<file path="src/rtl/card_pile_ctrl.sv">
`default_nettype none
// ============================================================================
// Module   : card_pile_ctrl
// Brief    : Per-player draw deck / discard pile engine. Loads the starting
//            deck after reset, serves one-card draws, accepts discards and
//            reshuffles the discard pile into the deck when a draw finds the
//            deck empty (optional LFSR-driven Fisher-Yates permutation).
// Revision : 1.0 - initial release
// ============================================================================
module card_pile_ctrl #(
  parameter int          CARD_W     = 4,
  parameter int          DEPTH      = 64,
  parameter int          CNT_W      = 8,
  parameter int          INIT_A_ID  = 1,
  parameter int          INIT_A_N   = 7,
  parameter int          INIT_B_ID  = 4,
  parameter int          INIT_B_N   = 3,
  parameter int          SHUFFLE_EN = 1,
  parameter logic [15:0] LFSR_SEED  = 16'hACE1
) (
  input  logic              clk,
  input  logic              reset,
  input  logic [2:0]        mode,
  input  logic              draw_req,
  output logic              draw_ready,
  output logic              draw_valid,
  output logic [CARD_W-1:0] draw_card,
  output logic              draw_none,
  input  logic              discard_valid,
  input  logic [CARD_W-1:0] discard_card,
  output logic              discard_ready,
  output logic [CNT_W-1:0]  deck_count,
  output logic [CNT_W-1:0]  discard_count,
  output logic              busy,
  output logic              overflow
);

  localparam int                AW           = (DEPTH > 1) ? $clog2(DEPTH) : 1;
  localparam int                PW           = 16 + CNT_W;
  localparam logic [2:0]        MODE_ENDGAME = 3'd6;
  localparam logic [CNT_W-1:0]  ONE          = CNT_W'(1);
  localparam logic [CNT_W-1:0]  DEPTH_C      = CNT_W'(DEPTH);
  localparam logic [CNT_W-1:0]  INIT_A_C     = CNT_W'(INIT_A_N);
  localparam logic [CNT_W-1:0]  INIT_N_C     = CNT_W'(INIT_A_N + INIT_B_N);
  localparam logic [CARD_W-1:0] ID_A         = CARD_W'(INIT_A_ID);
  localparam logic [CARD_W-1:0] ID_B         = CARD_W'(INIT_B_ID);
  localparam logic [AW-1:0]     IDX_ONE      = AW'(1);

  typedef enum logic [2:0] {
    ST_INIT           = 3'd0,
    ST_IDLE           = 3'd1,
    ST_RESHUF_COPY    = 3'd2,
    ST_RESHUF_SWAP_RD = 3'd3,
    ST_RESHUF_SWAP_WR = 3'd4,
    ST_FROZEN         = 3'd5
  } state_t;

  state_t            state_q, state_d;
  logic [CNT_W-1:0]  deck_cnt_q, deck_cnt_d;
  logic [CNT_W-1:0]  disc_cnt_q, disc_cnt_d;
  logic [CNT_W-1:0]  init_idx_q, init_idx_d;
  logic [AW-1:0]     swap_i_q, swap_i_d;
  logic [AW-1:0]     swap_j_q, swap_j_d;
  logic [CARD_W-1:0] val_i_q, val_i_d;
  logic [CARD_W-1:0] val_j_q, val_j_d;
  logic [15:0]       lfsr_q, lfsr_d;
  logic              draw_valid_q, draw_valid_d;
  logic [CARD_W-1:0] draw_card_q, draw_card_d;
  logic              draw_none_q, draw_none_d;
  logic              overflow_q, overflow_d;

  logic [CARD_W-1:0] deck_mem [DEPTH];
  logic [CARD_W-1:0] disc_mem [DEPTH];

  // Deck write ports: two are needed only for the swap write-back.
  logic              deck_we0, deck_we1;
  logic [AW-1:0]     deck_wa0, deck_wa1;
  logic [CARD_W-1:0] deck_wd0, deck_wd1;

  logic              frozen_mode;
  logic              draw_acc;
  logic              disc_acc;
  logic [AW-1:0]     deck_top;
  logic [AW-1:0]     disc_top;
  logic [CNT_W-1:0]  swap_ip1;
  logic [PW-1:0]     swap_prod;
  logic [AW-1:0]     swap_j;

  assign frozen_mode   = (mode == MODE_ENDGAME);
  assign busy          = (state_q == ST_INIT) || (state_q == ST_RESHUF_COPY) ||
                         (state_q == ST_RESHUF_SWAP_RD) || (state_q == ST_RESHUF_SWAP_WR);
  assign draw_ready    = !busy && !frozen_mode;
  assign discard_ready = !busy && !frozen_mode && (disc_cnt_q < DEPTH_C);
  assign draw_acc      = draw_req && draw_ready;
  assign disc_acc      = discard_valid && discard_ready;
  assign deck_top      = AW'(deck_cnt_q - ONE);
  assign disc_top      = AW'(disc_cnt_q - ONE);

  // Fisher-Yates index: j = (lfsr * (i+1)) >> 16 always lands in 0..i.
  assign swap_ip1      = CNT_W'(swap_i_q) + ONE;
  assign swap_prod     = PW'(lfsr_q) * PW'(swap_ip1);
  assign swap_j        = AW'(swap_prod >> 16);

  assign draw_valid    = draw_valid_q;
  assign draw_card     = draw_card_q;
  assign draw_none     = draw_none_q;
  assign deck_count    = deck_cnt_q;
  assign discard_count = disc_cnt_q;
  assign overflow      = overflow_q;

  // Next-state, counters, deck write ports and draw response.
  always_comb begin
    state_d      = state_q;
    deck_cnt_d   = deck_cnt_q;
    disc_cnt_d   = disc_acc ? (disc_cnt_q + ONE) : disc_cnt_q;
    init_idx_d   = init_idx_q;
    swap_i_d     = swap_i_q;
    swap_j_d     = swap_j_q;
    val_i_d      = val_i_q;
    val_j_d      = val_j_q;
    lfsr_d       = {lfsr_q[0] ^ lfsr_q[2] ^ lfsr_q[3] ^ lfsr_q[5], lfsr_q[15:1]};
    draw_valid_d = 1'b0;
    draw_card_d  = '0;
    draw_none_d  = 1'b0;
    overflow_d   = overflow_q | (discard_valid && !discard_ready && !frozen_mode);
    deck_we0     = 1'b0;
    deck_wa0     = '0;
    deck_wd0     = '0;
    deck_we1     = 1'b0;
    deck_wa1     = '0;
    deck_wd1     = '0;

    case (state_q)
      ST_INIT: begin
        if (init_idx_q < INIT_N_C) begin
          deck_we0   = 1'b1;
          deck_wa0   = AW'(init_idx_q);
          deck_wd0   = (init_idx_q < INIT_A_C) ? ID_A : ID_B;
          deck_cnt_d = deck_cnt_q + ONE;
          init_idx_d = init_idx_q + ONE;
        end
        if ((init_idx_q + ONE) >= INIT_N_C) begin
          state_d = ST_IDLE;
        end
      end

      ST_IDLE, ST_FROZEN: begin
        state_d = frozen_mode ? ST_FROZEN : ST_IDLE;
        if (draw_acc) begin
          if (deck_cnt_q != '0) begin
            draw_valid_d = 1'b1;
            draw_card_d  = deck_mem[deck_top];
            deck_cnt_d   = deck_cnt_q - ONE;
          end else if (disc_cnt_d != '0) begin
            // Count already includes a discard accepted this same cycle.
            state_d = ST_RESHUF_COPY;
          end else begin
            draw_valid_d = 1'b1;
            draw_none_d  = 1'b1;
          end
        end
      end

      ST_RESHUF_COPY: begin
        deck_we0   = 1'b1;
        deck_wa0   = AW'(deck_cnt_q);
        deck_wd0   = disc_mem[disc_top];
        deck_cnt_d = deck_cnt_q + ONE;
        disc_cnt_d = disc_cnt_q - ONE;
        if (disc_cnt_q == ONE) begin
          if ((SHUFFLE_EN != 0) && (deck_cnt_q != '0)) begin
            swap_i_d = AW'(deck_cnt_q);
            state_d  = ST_RESHUF_SWAP_RD;
          end else begin
            // The last card copied is the new top: hand it straight out.
            draw_valid_d = 1'b1;
            draw_card_d  = disc_mem[disc_top];
            deck_cnt_d   = deck_cnt_q;
            state_d      = ST_IDLE;
          end
        end
      end

      ST_RESHUF_SWAP_RD: begin
        swap_j_d = swap_j;
        val_i_d  = deck_mem[swap_i_q];
        val_j_d  = deck_mem[swap_j];
        state_d  = ST_RESHUF_SWAP_WR;
      end

      ST_RESHUF_SWAP_WR: begin
        deck_we0 = 1'b1;
        deck_wa0 = swap_i_q;
        deck_wd0 = val_j_q;
        deck_we1 = 1'b1;
        deck_wa1 = swap_j_q;
        deck_wd1 = val_i_q;
        if (swap_i_q == IDX_ONE) begin
          // Serve the pending draw using post-swap contents of the top slot.
          draw_valid_d = 1'b1;
          if (deck_top == swap_i_q) begin
            draw_card_d = val_j_q;
          end else if (deck_top == swap_j_q) begin
            draw_card_d = val_i_q;
          end else begin
            draw_card_d = deck_mem[deck_top];
          end
          deck_cnt_d = deck_cnt_q - ONE;
          state_d    = ST_IDLE;
        end else begin
          swap_i_d = swap_i_q - IDX_ONE;
          state_d  = ST_RESHUF_SWAP_RD;
        end
      end

      default: state_d = ST_INIT;
    endcase
  end

  // Control and status registers with synchronous reset.
  always_ff @(posedge clk) begin
    if (reset) begin
      state_q      <= ST_INIT;
      deck_cnt_q   <= '0;
      disc_cnt_q   <= '0;
      init_idx_q   <= '0;
      swap_i_q     <= '0;
      swap_j_q     <= '0;
      val_i_q      <= '0;
      val_j_q      <= '0;
      lfsr_q       <= LFSR_SEED;
      draw_valid_q <= 1'b0;
      draw_card_q  <= '0;
      draw_none_q  <= 1'b0;
      overflow_q   <= 1'b0;
    end else begin
      state_q      <= state_d;
      deck_cnt_q   <= deck_cnt_d;
      disc_cnt_q   <= disc_cnt_d;
      init_idx_q   <= init_idx_d;
      swap_i_q     <= swap_i_d;
      swap_j_q     <= swap_j_d;
      val_i_q      <= val_i_d;
      val_j_q      <= val_j_d;
      lfsr_q       <= lfsr_d;
      draw_valid_q <= draw_valid_d;
      draw_card_q  <= draw_card_d;
      draw_none_q  <= draw_none_d;
      overflow_q   <= overflow_d;
    end
  end

  // Pile storage; contents are don't-care outside 0..count-1, so no reset.
  always_ff @(posedge clk) begin
    if (!reset) begin
      if (deck_we0) deck_mem[deck_wa0] <= deck_wd0;
      if (deck_we1) deck_mem[deck_wa1] <= deck_wd1;
      if (disc_acc) disc_mem[AW'(disc_cnt_q)] <= discard_card;
    end
  end

endmodule
`default_nettype wire

</file>
<file path="config.mk">
export PLATFORM = sky130hd
export DESIGN_NAME = card_pile_ctrl
export DESIGN_NICKNAME = d
export VERILOG_FILES = /design/src/rtl/card_pile_ctrl.sv
export SDC_FILE = /design/constraint.sdc
export NUM_CORES = 2
export LEC_CHECK = 0
export BUFFER_PORTS_ARGS = -buffer_cell sky130_fd_sc_hd__buf_4
export CORE_MARGIN = 1.5
export CORE_UTILIZATION = 45
export DETAILED_ROUTE_END_ITERATION = 8
export PLACE_DENSITY_LB_ADDON = 0.05
export SYNTH_ARGS = -nofsm -noshare
export SYNTH_HDL_FRONTEND = slang
export SYNTH_SLANG_ARGS = --single-unit
</file>
<file path="constraint.sdc">
create_clock -name clk -period 22.4 [get_ports clk]
set_input_delay 4.48 -clock clk [delete_from_list [all_inputs] [get_ports clk]]
set_output_delay 4.48 -clock clk [all_outputs]
set_load 0.03 [all_outputs]
</file>
==> metrics <==
status=complete, no violations; crit start category=input port; clk sinks=582; Critical Path AT=5.32 ns; DP HPWL=70500 µm; Final Hold Vio Count=0; Max Cap Viol=0; Post-Syn Instances=2476; largest net degree at the start of global routing=65; Max VDD drop=0.0723 mV; H-Tree Depth=3; hold buffer count at cts=0; Final period util=43.7%; Setup CP Type=in2out; Synth area leaders=edfxtp_1, mux4_2, mux2i_1; via count=22500; Top FF cell, synth=edfxtp_1; RD Place Congestion=0.891; antenna diode count=0; clk root buf=clkbuf_16; Hold/Removal Path Class=reg2reg; initial antenna violation count=2; # port buffers=36; initial drt markers=2328; Leak=13.1 nW; postcts setup bufs=0; WHS Path Cells=2; setup violators final=0; drt drc=0; CTS buffer count=70; worst path cell trace=buf_4 -> nand3b_1 -> nor2b_1 -> nand2_1 -> inv_1 -> buf_4; register area share after synthesis=48.2%; Post-Syn Area=0.0348 mm²; starting density of the core=45.6%; Finished Cell Area=0.0382 mm²; Final ANT Viol Nets=0; area post-placement=0.0358 mm²; Tot GR Track Use=27.1%; ys async rst share=0%; synthesized net count=2601; Final Skew=0.0423 ns; Ports=37; Final Net Count=2533; first-pass GRT wire length=157000 µm; share of cells above drive strength 1=21.3%; most numerous cell in the Yosys netlist=edfxtp_1; total core area=0.0763 mm²; RSZ-0062 raised after global routing=false; total grt overflow=0; Slew headroom=12.9%; yosys synthesis warning count=0; die footprint=0.0791 mm²; synth unique cells=72; most used cell, CP=buf_4; cell taking the most area after synthesis=edfxtp_1; die height=281 µm; Req. time, crit path=17.92 ns; Synth top cells by count=edfxtp_1, mux4_2, mux2i_1, nand2_1, nor2_1; Tmin final=9.80 ns; Crit Path Max Fanout=6; clk slew on worst S/H paths=0.06 ns; register bit total from synthesis=582; CTS tree=done; PwrDens=67.8 mW/mm²; row cnt=101; capturing element type of the critical path=primary output; sum of negative setup slack=0 ns; Slowest-stage cell, CP=nand3b_1; chip width=281 µm; clk_lat worst skew=0.65 ns; Syn Area/Cell=14.1 µm²; drt first pass iters=6; Syn-to-layout area delta=9.64%; Reg2Reg Depth=25; Longest Clk Path Bufs=3; Slew Viols, Final=0; wire per inst=30.2 µm; EDFF count, synth=512; fmax=102 MHz; Routed Wire Length=106000 µm; crit-path max cell delay=0.23 ns; Yosys top cell area share=44.2%; routed vias/inst=6.45; number of global-route vias before repair=22600; worst slew pin tran=1.29 ns; Resized cells post-CTS=0
state kept, by name (all words and copies together) (netlist names), 6 cells and up:
name,cells
discard_count,8
deck_mem,256
deck_count,8
disc_mem,256
swap_i_q,6
init_idx_q,8
lfsr_q,16
swap_j_q,6
final cells by class:
class / instances / area, µm²
sequential: 582 / 16800
tap: 1030 / 1290
fill: 6636 / 38100
timing repair buffer: 71 / 533
multi-input combinational: 1583 / 16800
clock inverter: 42 / 582
clock buffer: 86 / 1820
inverter: 100 / 375
layer usage:
metal  part of all wire, %  up-vias  GRT usage, %
li1                      -     9478             -
met1                    40    11900          36.8
met2                    49      993          44.3
met3                   7.7      187          4.81
met4                   3.2        2          8.81
met5                 0.012        -             0
critical path, delay by kind of cell:
family,cells,cell delay [ns]
and+or+nand+nor,3,0.53
buffers and inverters,3,0.31
cells by family (layout without fill, tap and decap cells):
| kind of cell | after synthesis | in the layout | synth area share [%] |
|---|---|---|---|
| AO/OA/AOI/OAI | 221 | 221 | 4.42 |
| AND/OR/NAND/NOR | 587 | 587 | 8.00 |
| adder cells (fa/ha/maj) | 114 | 114 | 5.54 |
| flip-flops | 582 | 582 | 48.2 |
| multiplexers | 614 | 614 | 28.8 |
| XOR/XNOR | 47 | 47 | 1.18 |
| buffers and inverters | 311 | 299 | 3.84 |
worst paths after layout:
check	startpoint	to	slack, ns
setup reg to reg	swap_i_q[0]$_SDFFE_PP0P_	val_j_q[3]$_SDFFE_PP0N_	13.43
hold / removal	val_i_q[1]$_SDFFE_PP0N_	val_i_q[1]$_SDFFE_PP0N_	0.49
setup / recovery	mode[0]	discard_ready	12.60
hold reg to reg	val_i_q[1]$_SDFFE_PP0N_	val_i_q[1]$_SDFFE_PP0N_	0.49
per-stage QoR:
step	std cells	worst slack, ns	total power, W	util (%)	hold slack [ns]
after floorplan	2476	12.37	0.00134	-	0.449
after global placement	3366	12.59	0.00142	46.9	0.460
after detailed placement	3366	12.60	0.00142	46.9	0.477
after CTS	3494	12.60	0.00260	50.0	0.490
after global routing	3494	12.54	0.00266	50.0	0.517
final	3494	12.60	0.00259	50.0	0.495
power by group:
part / internal (W) / switching, W
combinational: 0.0000850 / 0.000125
clock: 0.000695 / 0.000491
sequential: 0.00118 / 0.0000141
total: 0.00196 / 0.000629
placed cells by master (no fill, tap or decap), types with 9 or more instances in the layout:
master	n
mux2i_1	299
ha_1	45
xor2_1	18
nand2b_1	9
or2_2	11
mux4_2	302
nor2_1	166
or3_1	18
inv_1	100
and2_1	72
clkbuf_1	15
dfxtp_1	66
bufinv_16	9
nor2b_1	16
clkinv_2	14
buf_4	71
edfxtp_1	512
clkbuf_16	70
nor3_1	20
a211oi_1	9
a21oi_1	36
nand3_1	45
o21ai_0	44
a22oi_1	9
fa_1	67
o22ai_1	48
and3_1	12
xnor2_1	25
nand2_1	167
nand4_1	14
Note: power is estimated with default switching activity, not from simulation.
